==> src/rtl/fetch_instruction_pkg.sv <==
// Shared widths, defaults and skid-buffer helpers for the instruction-fetch stage.
package fetch_instruction_pkg;

  localparam int WORD_W = 32;
  localparam int ADDR_W = 32;
  localparam int PC_STEP_DEF = 4;
  localparam logic [ADDR_W-1:0] RESET_PC_DEF = '0;

  localparam int FIFO_DEPTH = 2;
  localparam int CNT_W = 2;

  typedef logic [CNT_W-1:0] fifo_count_t;

  // Room for one more word once buffered and in-flight words are accounted for.
  function automatic logic has_room(input fifo_count_t count, input logic inflight);
    return ({1'b0, count} + {{CNT_W{1'b0}}, inflight}) < 3'(FIFO_DEPTH);
  endfunction

endpackage

==> src/rtl/fetch_instruction_if.sv <==
// Fetch-stage bus: instruction-memory request/response plus the decode-facing stream.
interface fetch_instruction_if
  import fetch_instruction_pkg::*;
#(
  parameter int WORD = WORD_W,
  parameter int ADDR = ADDR_W
) ();

  logic            imem_req_o;
  logic [ADDR-1:0] imem_addr_o;
  logic [WORD-1:0] imem_data_i;
  logic            v_o;
  logic [WORD-1:0] inst_o;
  logic [ADDR-1:0] pc_o;
  logic            stall_i;
  logic            branch_i;
  logic [ADDR-1:0] branch_pc_i;

  modport master (
    output imem_req_o, imem_addr_o, v_o, inst_o, pc_o,
    input  imem_data_i, stall_i, branch_i, branch_pc_i
  );

  modport slave (
    input  imem_req_o, imem_addr_o, v_o, inst_o, pc_o,
    output imem_data_i, stall_i, branch_i, branch_pc_i
  );

endinterface

==> src/rtl/fetch_buffer.sv <==
// Two-entry skid FIFO of {inst, pc}; head is presented combinationally from storage.
module fetch_buffer
  import fetch_instruction_pkg::*;
#(
  parameter int WORD = WORD_W,
  parameter int ADDR = ADDR_W
) (
  input  logic            clk,
  input  logic            reset,
  input  logic            write,
  input  logic [WORD-1:0] write_inst,
  input  logic [ADDR-1:0] write_pc,
  input  logic            pop,
  input  logic            flush,
  output fifo_count_t     count,
  output logic [WORD-1:0] head_inst,
  output logic [ADDR-1:0] head_pc
);

  logic        wr_ptr_reg, wr_ptr_next;
  logic        rd_ptr_reg, rd_ptr_next;
  fifo_count_t count_reg, count_next;
  logic        pop_ok, write_en;

  logic [WORD-1:0] inst_q [FIFO_DEPTH];
  logic [ADDR-1:0] pc_q   [FIFO_DEPTH];

  // A full buffer still accepts a write when the head leaves on the same edge.
  assign pop_ok   = pop & (count_reg != '0);
  assign write_en = write & ~flush & ((count_reg != fifo_count_t'(FIFO_DEPTH)) | pop_ok);

  always_comb begin
    wr_ptr_next = wr_ptr_reg;
    rd_ptr_next = rd_ptr_reg;
    count_next  = count_reg;
    if (flush) begin
      wr_ptr_next = 1'b0;
      rd_ptr_next = 1'b0;
      count_next  = '0;
    end else begin
      if (write_en) wr_ptr_next = ~wr_ptr_reg;
      if (pop_ok)   rd_ptr_next = ~rd_ptr_reg;
      case ({write_en, pop_ok})
        2'b10:   count_next = count_reg + fifo_count_t'(1);
        2'b01:   count_next = count_reg - fifo_count_t'(1);
        default: count_next = count_reg;
      endcase
    end
  end

  always_ff @(posedge clk or negedge reset) begin
    if (!reset) begin
      wr_ptr_reg <= 1'b0;
      rd_ptr_reg <= 1'b0;
      count_reg  <= '0;
    end else begin
      wr_ptr_reg <= wr_ptr_next;
      rd_ptr_reg <= rd_ptr_next;
      count_reg  <= count_next;
    end
  end

  for (genvar gi = 0; gi < FIFO_DEPTH; gi++) begin : g_entry
    logic [WORD-1:0] inst_reg;
    logic [ADDR-1:0] pc_reg;

    always_ff @(posedge clk or negedge reset) begin
      if (!reset) begin
        inst_reg <= '0;
        pc_reg   <= '0;
      end else if (write_en && (wr_ptr_reg == 1'(gi))) begin
        inst_reg <= write_inst;
        pc_reg   <= write_pc;
      end
    end

    assign inst_q[gi] = inst_reg;
    assign pc_q[gi]   = pc_reg;
  end

  assign count     = count_reg;
  assign head_inst = inst_q[rd_ptr_reg];
  assign head_pc   = pc_q[rd_ptr_reg];

endmodule

==> src/rtl/fetch_instruction.sv <==
// Instruction-fetch stage: owns the PC, issues 1-cycle-latency memory reads and
// feeds decode through a 2-entry skid buffer; branch flushes and redirects.
module fetch_instruction
  import fetch_instruction_pkg::*;
#(
  parameter int            WORD     = WORD_W,
  parameter int            ADDR     = ADDR_W,
  parameter int            PC_STEP  = PC_STEP_DEF,
  parameter logic [ADDR-1:0] RESET_PC = ADDR'(RESET_PC_DEF)
) (
  input  logic               clk,
  input  logic               reset,
  fetch_instruction_if.master bus
);

  logic [ADDR-1:0] pc_reg;
  logic            inflight_v_reg;
  logic [ADDR-1:0] inflight_pc_reg;

  logic            branch;
  logic            pop;
  logic            req;
  logic [ADDR-1:0] addr;
  fifo_count_t     count;
  logic [WORD-1:0] head_inst;
  logic [ADDR-1:0] head_pc;

  assign branch = bus.branch_i;
  assign pop    = bus.v_o & ~bus.stall_i;

  // Reset gating keeps the memory idle while reset is held low.
  assign req  = reset & (branch | has_room(count, inflight_v_reg) | pop);
  assign addr = branch ? bus.branch_pc_i : pc_reg;

  always_ff @(posedge clk or negedge reset) begin
    if (!reset) begin
      pc_reg          <= RESET_PC;
      inflight_v_reg  <= 1'b0;
      inflight_pc_reg <= '0;
    end else begin
      inflight_v_reg <= req;
      if (req) begin
        pc_reg          <= addr + ADDR'(PC_STEP);
        inflight_pc_reg <= addr;
      end
    end
  end

  // A branch discards the response landing this cycle and ignores decode's pop.
  fetch_buffer #(
    .WORD (WORD),
    .ADDR (ADDR)
  ) u_buffer (
    .clk        (clk),
    .reset      (reset),
    .write      (inflight_v_reg & ~branch),
    .write_inst (bus.imem_data_i),
    .write_pc   (inflight_pc_reg),
    .pop        (pop & ~branch),
    .flush      (branch),
    .count      (count),
    .head_inst  (head_inst),
    .head_pc    (head_pc)
  );

  assign bus.imem_req_o  = req;
  assign bus.imem_addr_o = addr;
  assign bus.v_o         = (count != '0);
  assign bus.inst_o      = head_inst;
  assign bus.pc_o        = head_pc;

endmodule
==> src/flat_wrapper.sv <==
// flat-port wrapper written by rule: the top's interface ports become plain ports
module fetch_instruction_flat import fetch_instruction_pkg::*;
#(
  parameter int            WORD     = WORD_W,
  parameter int            ADDR     = ADDR_W,
  parameter int            PC_STEP  = PC_STEP_DEF,
  parameter logic [ADDR-1:0] RESET_PC = ADDR'(RESET_PC_DEF)
)
  (clk, reset, bus_imem_req_o, bus_imem_addr_o, bus_v_o, bus_inst_o, bus_pc_o, bus_imem_data_i, bus_stall_i, bus_branch_i, bus_branch_pc_i);
  fetch_instruction_if #(.WORD(WORD), .ADDR(ADDR)) bus_i ();
  input  logic clk;
  input  logic reset;
  output wire logic [$bits(bus_i.imem_req_o)-1:0] bus_imem_req_o;
  output wire logic [$bits(bus_i.imem_addr_o)-1:0] bus_imem_addr_o;
  output wire logic [$bits(bus_i.v_o)-1:0] bus_v_o;
  output wire logic [$bits(bus_i.inst_o)-1:0] bus_inst_o;
  output wire logic [$bits(bus_i.pc_o)-1:0] bus_pc_o;
  input wire logic [$bits(bus_i.imem_data_i)-1:0] bus_imem_data_i;
  input wire logic [$bits(bus_i.stall_i)-1:0] bus_stall_i;
  input wire logic [$bits(bus_i.branch_i)-1:0] bus_branch_i;
  input wire logic [$bits(bus_i.branch_pc_i)-1:0] bus_branch_pc_i;
  assign bus_imem_req_o = bus_i.imem_req_o;
  assign bus_imem_addr_o = bus_i.imem_addr_o;
  assign bus_v_o = bus_i.v_o;
  assign bus_inst_o = bus_i.inst_o;
  assign bus_pc_o = bus_i.pc_o;
  assign bus_i.imem_data_i = bus_imem_data_i;
  assign bus_i.stall_i = bus_stall_i;
  assign bus_i.branch_i = bus_branch_i;
  assign bus_i.branch_pc_i = bus_branch_pc_i;
  fetch_instruction #(.WORD(WORD), .ADDR(ADDR), .PC_STEP(PC_STEP), .RESET_PC(RESET_PC)) u_core (.clk(clk), .reset(reset), .bus(bus_i));
endmodule
==> config.mk <==
export PLATFORM = sky130hd
export DESIGN_NAME = fetch_instruction_flat
export DESIGN_NICKNAME = d
export VERILOG_FILES = /design/src/rtl/fetch_instruction_pkg.sv /design/src/rtl/fetch_instruction_if.sv /design/src/rtl/fetch_buffer.sv /design/src/rtl/fetch_instruction.sv /design/src/flat_wrapper.sv
export SDC_FILE = /design/constraint.sdc
export NUM_CORES = 1
export LEC_CHECK = 0
export BUFFER_PORTS_ARGS = -buffer_cell sky130_fd_sc_hd__buf_2
export CAP_MARGIN = 20
export CORE_MARGIN = 10
export CORE_UTILIZATION = 40
export CTS_CLUSTER_DIAMETER = 200
export DETAILED_ROUTE_END_ITERATION = 16
export GPL_ROUTABILITY_DRIVEN = 0
export PLACE_DENSITY = 0.7
export SYNTH_ARGS = -nofsm -noshare
export SYNTH_HDL_FRONTEND = slang
export SYNTH_SLANG_ARGS = --single-unit
==> constraint.sdc <==
create_clock -name clk -period 2.95 [get_ports clk]
set_clock_uncertainty 0.15 [all_clocks]
set_input_delay 0.4425 -clock clk [delete_from_list [all_inputs] [get_ports clk]]
set_output_delay 0.4425 -clock clk [all_outputs]
set_load 0.03 [all_outputs]
==> results.yml, run 1 <==
layout:
  antenna-diode-count: 0
  nets: 993
  layout.filler_cells: 2042
  syn2layout_area_growth_pct: 20.31
  drive_gt1_frac: 0.4600
  post-route-cell-area_um2: 11200
clock_network:
  cts-resized-gates: 0
  cts_tree: "done"
  clkTransAtPathRegs_ns: 0.07
  htree_levels: 4
  cts_buffers: 17
  worstSkewPairLatency_ns: 0.43
  cts_hold_buf: 0
  root_buffer: "clkbuf_16"
  clock_tree.buffer_depth: 2
  cts_sinks: 195
  post_cts_buffers: 0
floorplanning:
  core_um2: 22780
  die_area_um2: 29770
  start_util: 0.4087
  fp.dieW_um: 172.6
  io_pins: 166
  die_h_um: 172.6
  num_rows: 55
synthesis:
  synth_edf_count: 0
  ys_async_sr_fraction: 1.000
  avgSynthCellArea_um2: 12.25
  ys_ff_latch: 195
  synth_seq_area_share: 0.5242
  yosys.area.top_type_share: 0.5242
  synth_common_cells: "mux2_2, dfrtp_1, nand2_1"
  netlist_instances: 760
  syn_area_um2: 9309
  yosysMostFrequentCell: "mux2_2"
  synth_top_cells_by_area: "dfrtp_1, mux2_2, nand2_1"
  yosysUniqueCellTypes: 57
  synth.largest_area_cell: "dfrtp_1"
  synthesis.nets: 829
  ys.flop_type: "dfrtp_1"
  ys.warnings.count: 0
drt:
  vias: 6352
  wire_per_inst_um: 17.81
  post-route-drc-count: 0
  drt_iter0_markers: 399
  drt_wl_total_um: 22260
  viasPerCell: 5.082
  dr.pass1.iters: 5
  ant_nets: 0
critical_path:
  critPathCaptureType: "output port"
  reg2regPathDepth: 7
  cpPeakStageDelay_ns: 0.74
  setup.worst_path.start_class: "register"
  arrival_ns: 1.99
  worstSetupPathType: "reg -> out"
  crit_fanout: 23
  cpMaxStageDelayCell: "dfrtp_2"
  required_ns: 2.36
  crit_chain: "buf_12, mux2_2, buf_2"
sta:
  slew_headroom: 0.4477
  max_freq_mhz: 387.2
  rsz0062_at_grt: "no"
  min_period_over_period: 0.8754
  setup_tns_ns: 0
  tightest_slew_ns: 0.8285
  final_max_slew_viol_count: 0
  timing.final.ws_setup_ns: 0.3676
  setup_viol: 0
  hold_violations: 0
  fin_crit_ns: 2.582
power:
  p_per_area_nw_per_um2: 792.3
  leakage_uw: 0.005157
  peakVddDrop_mv: 0.3389
grt:
  grt_pass1_vias: 6691
  grt-ovfl-total: 0
  grt_use_total: 0.1508
  antenna_found_initial: 0
  grt_max_degree: 131
  grt_pass1_wl_um: 36920
run:
  maxCapViolations: 0
worst_hold_path:
  hp-class: "in -> async"
place:
  dp_hpwl_um: 16320
  postPlaceCellArea_um2: 10570
  dp_slack_ns: 0.3342
  place.port_buffers: 165
run_status:
  outcome: "finished clean"
-- cell families after synthesis --
group                      after synthesis  synth area share
and+or+nand+nor                        176           0.09597
AOI/OAI and AO/OA                       82           0.05954
adders and majority gates                1          0.001344
muxes                                  225            0.2696
DFF                                    195            0.5242
buffers and inverters                   64           0.03333
xor gates and xnor gates                17           0.01600
-- metrics by stage --
step / power [uW] / hold WS [ns] / utilization / instances
2_1_floorplan: 5695 / -0.003091 / - / 760
3_3_place_gp: 6421 / 0.3139 / 0.4640 / 1218
3_5_place_dp: 6501 / 0.3187 / 0.4640 / 1218
4_1_cts: 8990 / 0.05915 / 0.4917 / 1250
5_1_grt: 9388 / 0.07319 / 0.4917 / 1250
6_report: 8874 / 0.01302 / 0.4917 / 1250
-- worst paths after layout --
check / startpoint / endpoint / slack, ns
max: u_core.u_buffer.rd_ptr_reg$_DFFE_PN0P_ / bus_inst_o[13] / 0.37
min: reset / u_core.u_buffer.count[1]$_DFFE_PN0P_ / 0.01
max reg2reg: u_core.pc_reg[3]$_DFFE_PN0P_ / u_core.pc_reg[28]$_DFFE_PN0P_ / 0.70
min reg2reg: u_core.pc_reg[30]$_DFFE_PN0P_ / u_core.pc_reg[30]$_DFFE_PN0P_ / 0.33
max in group asynchronous: reset / u_core.inflight_pc_reg[3]$_DFFE_PN0P_ / 1.99
min in group clk: bus_imem_data_i[21] / u_core.u_buffer.g_entry[1].inst_reg[21]$_DFFE_PN0P_ / 0.11
-- power by group --
part           internal [uW]  switching, uW  leakage (uW)
Clock                   1390           1080      0.000306
Combinational           1130           1480       0.00248
Sequential              3400            396       0.00238
Total                   5920           2950       0.00516
-- critical path, delay by kind of cell, from the launching register on --
family | cells | cell delay, ns
buffers and inverters | 2 | 0.44
muxes | 1 | 0.36
DFF | 1 | 0.74
-- final cells by class --
| cell class | count | area (um2) | share of cell area |
|---|---|---|---|
| Clock buffer | 19 | 442.9 | 0.03955 |
| Clock inverter | 13 | 186.4 | 0.01665 |
| Inverter | 22 | 82.58 | 0.007373 |
| Multi-Input combinational cell | 501 | 4153 | 0.3708 |
| Sequential cell | 195 | 4881 | 0.4358 |
| Tap cell | 313 | 391.6 | 0.03497 |
| Timing Repair Buffer | 187 | 1062 | 0.09485 |
-- per-layer routing --
layer,global-route usage,up-vias,wire length (um),share of wire
li1,-,3037,-,-
met1,0.2043,3136,10500,0.47
met2,0.2326,162,10180,0.46
met3,0.03986,17,1320,0.059
met4,0.04132,0,257,0.012
met5,0,-,0,0
-- cell usage in the layout, fill, tap and decap left out, types with 3 or more instances in the layout --
cell and n:
o31ai_1 7, mux2_2 197, inv_8 4, o31a_1 3, a21oi_1 8, nor2_1 30, nand4_1 11, o21ai_0 38
buf_2 164, mux2_1 7, nand3_1 21, clkbuf_16 17, buf_12 5, nor2b_1 3, or4_1 4, dfrtp_1 194
inv_1 22, buf_4 17, mux2i_1 19, nand2_1 75, inv_6 3, and4_1 3, nand3b_1 9, xnor2_1 15
nor4_1 5, bufinv_16 3, o211ai_1 4
No activity file was read; power rests on OpenSTA's default activity.
==> inputs of run 2 (changes only) <==
--- a/config.mk
+++ b/config.mk
@@ -13,6 +13,7 @@
 export DETAILED_ROUTE_END_ITERATION = 16
 export GPL_ROUTABILITY_DRIVEN = 0
 export PLACE_DENSITY = 0.7
+export REMOVE_ABC_BUFFERS = 1
 export SYNTH_ARGS = -nofsm -noshare
 export SYNTH_HDL_FRONTEND = slang
 export SYNTH_SLANG_ARGS = --single-unit
==> run 2 against run 1 <==
  * Total power down 1.3%
  * Non-clock buffer count is 1 lower
  * Sequential share of layout area rose by 0.22 points
  * Clock-buffer cell count rose by 5
  * Die area stayed put
  * Worst hold slack improved by 0.092 ns
  * Critical path type unchanged
  * Largest power group unchanged
  * Highest routed layer is now met5
==> results.yml, run 2 (same netlist as run 1, synthesis figures left out) <==
run_status:
  outcome: "finished clean"
grt:
  grt_max_degree: 155
  antenna_found_initial: 3
  grt_pass1_wl_um: 37020
  grt-ovfl-total: 0
  grt_use_total: 0.1526
  grt_pass1_vias: 6651
sta:
  fin_crit_ns: 2.768
  rsz0062_at_grt: "no"
  setup_tns_ns: 0
  max_freq_mhz: 361.2
  min_period_over_period: 0.9385
  hold_violations: 0
  tightest_slew_ns: 1.007
  slew_headroom: 0.3288
  final_max_slew_viol_count: 0
  setup_viol: 0
layout:
  nets: 992
  mostFrequentLayoutCells: "mux2_2, dfrtp_1, buf_2"
  final_common_cell: "mux2_2"
  post-route-cell-area_um2: 11150
  drive_gt1_frac: 0.4573
  syn2layout_area_growth_pct: 19.77
  antenna-diode-count: 0
drt:
  post-route-drc-count: 0
  viasPerCell: 5.101
  drt_wl_total_um: 22850
  drt_iter0_markers: 377
  dr.pass1.iters: 4
  met1_length_um: 10550
  routed.top_layer: "met5"
  wl_met3_um: 1302
  ant_nets: 0
  wire_per_inst_um: 18.29
  wl_met2_um: 10730
  vias: 6371
place:
  postPlaceCellArea_um2: 10540
  dp_hpwl_um: 16090
  place.port_buffers: 165
critical_path:
  cpMaxStageDelayCell: "dfrtp_4"
  cpPeakStageDelay_ns: 1.09
  crit_chain: "mux2_2, buf_2"
  critical-path-top-delay-family: "flip-flops"
  arrival_ns: 2.18
  worstSetupPathType: "reg -> out"
  critPathCaptureType: "output port"
  required_ns: 2.36
  setup.worst_path.start_class: "register"
  crit_fanout: 66
  worst-path-buf-inv: 1
power:
  peakVddDrop_mv: 0.3044
  p_per_area_nw_per_um2: 785.2
  p_total_uw: 8754
  leakage_uw: 0.005131
clock_network:
  worstSkewPairLatency_ns: 0.43
  clock_tree.buffer_depth: 2
  htree_levels: 4
  cts_sinks: 195
  cts_buffers: 17
  clkTransAtPathRegs_ns: 0.07
  cts_tree: "done"
  root_buffer: "clkbuf_16"
floorplanning:
  die_h_um: 172.6
  start_util: 0.4087
  io_pins: 166
  core_um2: 22780
  fp.dieW_um: 172.6
  die_area_um2: 29770
  num_rows: 55
run:
  maxCapViolations: 0
worst_hold_path:
  hp-class: "in -> reg"
==> run 2: cell types whose count changed in the layout (fill, tap and decap cells not counted), moves of 2 or more <==
cell | before | now
clkbuf_8 | 2 | 7
inv_8 | 4 | 0
buf_4 | 17 | 15
bufinv_16 | 3 | 1
clkinv_4 | 2 | 4
mux2_2 | 197 | 199
mux2_4 | 2 | 0
==> run 2: report_power, final <==
part	internal [uW]	switching, uW
Clock	1310	1040
Sequential	3400	421
Combinational	1120	1460
==> run 2: layout make-up <==
class	instances	area, um2
clock inverters	8	90.09
flip-flops and latches	195	4883
repair buffers	186	1057
inverters	22	82.58
well taps	313	391.6
fillers	2038	11630
multi-input cells	501	4133
clock buffers	24	511.7
==> run 2: routing by layer <==
metal | track usage | up-vias
met5 | 0 | -
met4 | 0.04059 | 6
met3 | 0.04443 | 26
met2 | 0.2494 | 144
met1 | 0.1930 | 3160
li1 | - | 3035
==> run 2: path summary, 6_finish.rpt <==
check / from / endpoint / slack (ns) / cells past startpoint
max: u_core.u_buffer.rd_ptr_reg$_DFFE_PN0P_ / bus_pc_o[31] / 0.18 / 2
min: bus_imem_data_i[27] / u_core.u_buffer.g_entry[1].inst_reg[27]$_DFFE_PN0P_ / 0.11 / 2
max reg2reg: u_core.pc_reg[2]$_DFFE_PN0P_ / u_core.pc_reg[30]$_DFFE_PN0P_ / 0.60 / 7
min reg2reg: u_core.u_buffer.g_entry[0].pc_reg[6]$_DFFE_PN0P_ / u_core.u_buffer.g_entry[0].pc_reg[6]$_DFFE_PN0P_ / 0.33 / 1
max in group asynchronous: reset / u_core.u_buffer.g_entry[1].pc_reg[31]$_DFFE_PN0P_ / 1.38 / 3
min in group asynchronous: reset / u_core.u_buffer.g_entry[0].inst_reg[26]$_DFFE_PN0P_ / 0.57 / 3
==> run 2: worst reg2reg max path: stages, from the launching register on <==
cell     delay (ns)
dfrtp_1        0.40
mux2_2         0.29
ha_1           0.25
and4_1         0.21
a31o_2         0.26
and4_1         0.29
and3_1         0.21
o31ai_1        0.18
==> run 2: timing repair <==
item | in CTS | in global routing
hold endpoints to repair | 41 | 0
buffers inserted | 0 | 0
hold buffers | 1 | 0
resized for setup | 0 | 0
==> run 2: metrics by stage <==
step	setup WS, ns	hold slack, ns	util	instances
after floorplan	-0.7129	-0.003091	-	718
after global placement	0.2973	0.3123	0.4626	1216
after detailed placement	0.2085	0.3181	0.4626	1216
after CTS	0.1547	0.08375	0.4895	1249
after global routing	0.08923	0.09213	0.4895	1249
final	0.1816	0.1051	0.4895	1249
==> inputs of run 3 (changes only) <==
--- a/config.mk
+++ b/config.mk
@@ -12,6 +12,7 @@
 export CTS_CLUSTER_DIAMETER = 200
 export DETAILED_ROUTE_END_ITERATION = 16
 export GPL_ROUTABILITY_DRIVEN = 0
+export GPL_TIMING_DRIVEN = 0
 export PLACE_DENSITY = 0.7
 export REMOVE_ABC_BUFFERS = 1
 export SYNTH_ARGS = -nofsm -noshare
==> run 3 against run 2 <==
  * Clock-buffer cell count shrank 4
  * Sequential power is essentially flat
  * Utilization grew 0.15 points
  * Wire length shrank 0.82%
  * Total power is essentially flat
  * Worst hold slack gained 0.0033 ns
  * Register-to-register slack lost 0.12 ns
  * Non-clock buffer count shrank 10
  * Cell count shrank 0.64%
  * Final area grew 0.31%
  * Flip-flop and latch count is the same
  * Die area is the same
  * Critical path type is now in -> reg
  * Largest cell class unchanged
==> results.yml, run 3 (same netlist as run 1, synthesis figures left out) <==
drt:
  ant_nets: 0
  wire_per_inst_um: 18.26
  drt_iter0_markers: 308
  post-route-drc-count: 0
  drt_wl_total_um: 22660
  dr.pass1.iters: 4
  vias: 6331
  viasPerCell: 5.102
grt:
  grt_max_degree: 122
  grt_pass1_vias: 6571
  antenna_found_initial: 2
  grt_pass1_wl_um: 36590
  grt_use_total: 0.1492
  grt-ovfl-total: 0
power:
  peakVddDrop_mv: 0.4658
  p_total_uw: 8762
  p_per_area_nw_per_um2: 783.4
  leakage_uw: 0.005114
critical_path:
  crit_fanout: 73
  cpPeakStageDelay_ns: 0.56
  arrival_ns: 2.94
  cpMaxStageDelayCell: "or4_1"
  crit_chain: "buf_6, mux2_2, ha_1, and4_1, a31o_2, nand4_1, or4_1, nand3_1"
  setup.worst_path.start_class: "primary input"
  required_ns: 3.16
  worstSetupPathType: "in -> reg"
  critPathCaptureType: "register"
run_status:
  outcome: "finished clean"
sta:
  hold_violations: 0
  min_period_over_period: 0.9237
  slew_headroom: 0.3617
  max_freq_mhz: 367.0
  setup_tns_ns: 0
  final_max_slew_viol_count: 0
  fin_crit_ns: 2.725
  tightest_slew_ns: 0.9544
  rsz0062_at_grt: "no"
  setup_viol: 0
place:
  place.port_buffers: 165
  dp_hpwl_um: 15370
clock_network:
  cts_buffers: 17
  clock_tree.buffer_depth: 2
  worstSkewPairLatency_ns: 0.43
  htree_levels: 4
  clkTransAtPathRegs_ns: 0.08
  cts_sinks: 195
  root_buffer: "clkbuf_16"
  cts_tree: "done"
floorplanning:
  num_rows: 55
  fp.dieW_um: 172.6
  start_util: 0.4087
  io_pins: 166
  die_area_um2: 29770
  core_um2: 22780
  die_h_um: 172.6
layout:
  drive_gt1_frac: 0.4526
  regArea_um2: 4883
  syn2layout_area_growth_pct: 20.15
  layout.filler_cells: 2064
  mostFrequentLayoutCells: "mux2_2, dfrtp_1, buf_2"
  antenna-diode-count: 0
  final_common_cell: "mux2_2"
  nets: 985
  multi_input_area_um2: 4155
run:
  maxCapViolations: 0
worst_hold_path:
  hp-class: "in -> reg"
run 3: changes by cell type in the layout (fill, tap and decap cells not counted), sizes merged:
cell and delta:
a21bo +2, buf -9, bufinv +2, clkbuf -5, clkinvlp +2
run 3: metal layers:
layer  global-route usage  wire length (um)
met1               0.1972             10460
met3              0.04574              1426
met5                    0                32
met4              0.03480               166
met2               0.2344             10580
run 3: final timing paths:
check	from	end	slack, ns	cells past startpoint
worst max register to register	u_core.u_buffer.count[1]$_DFFE_PN0P_	u_core.u_buffer.g_entry[0].pc_reg[0]$_DFFE_PN0P_	0.48	6
worst max-delay path	bus_branch_i	u_core.pc_reg[20]$_DFFE_PN0P_	0.23	8
worst min register to register	u_core.u_buffer.g_entry[0].pc_reg[14]$_DFFE_PN0P_	u_core.u_buffer.g_entry[0].pc_reg[14]$_DFFE_PN0P_	0.33	1
max in group asynchronous	reset	u_core.pc_reg[21]$_DFFE_PN0P_	1.59	3
worst min-delay path	bus_imem_data_i[24]	u_core.u_buffer.g_entry[1].inst_reg[24]$_DFFE_PN0P_	0.11	2
min in group asynchronous	reset	u_core.u_buffer.g_entry[0].inst_reg[2]$_DFFE_PN0P_	0.50	3
run 3: repair_timing:
action | in CTS | in global routing
setup endpoints to repair | 1 | 8
endpoints found under the hold margin | 74 | 0
setup buffers | 1 | 0
cloned | 1 | 2
hold buffers | 2 | 0
pin swaps | 0 | 1
resized for setup | 1 | 2
run 3: per-stage QoR:
step	instances	area, um2	hold slack, ns	setup WS (ns)	utilization
after floorplan	718	9081	-0.003091	-0.7129	-
after global placement	1196	10300	0.3130	-4.630	0.4521
after detailed placement	1204	10520	0.3051	-0.5236	0.4617
after CTS	1239	11160	0.08173	0.03780	0.4899
after global routing	1241	11180	0.09268	0.1024	0.4910
final	1241	11180	0.1084	0.2251	0.4910
run 3: critical path, delay by kind of cell:
kind / cells / cell delay, ns
simple gates: 4 / 1.19
buf+inv: 1 / 0.44
mux: 1 / 0.35
fa+ha+maj: 1 / 0.24
compound gates: 1 / 0.18
run 3: where the power goes:
group | internal [uW] | total [uW] | leakage, uW | switching [uW]
Sequential | 3400 | 3790 | 0.00238 | 390
Combinational | 1120 | 2590 | 0.00245 | 1470
Clock | 1340 | 2380 | 0.000285 | 1040
run 3: final cells by class:
cell class	count	share of cell area
Clock inverter	11	0.01354
Tap cell	313	0.03502
Timing Repair inverter	1	0.0004475
Multi-Input combinational cell	503	0.3715
Sequential cell	195	0.4366
Inverter	22	0.007719
Clock buffer	20	0.03904
Timing Repair Buffer	176	0.09610
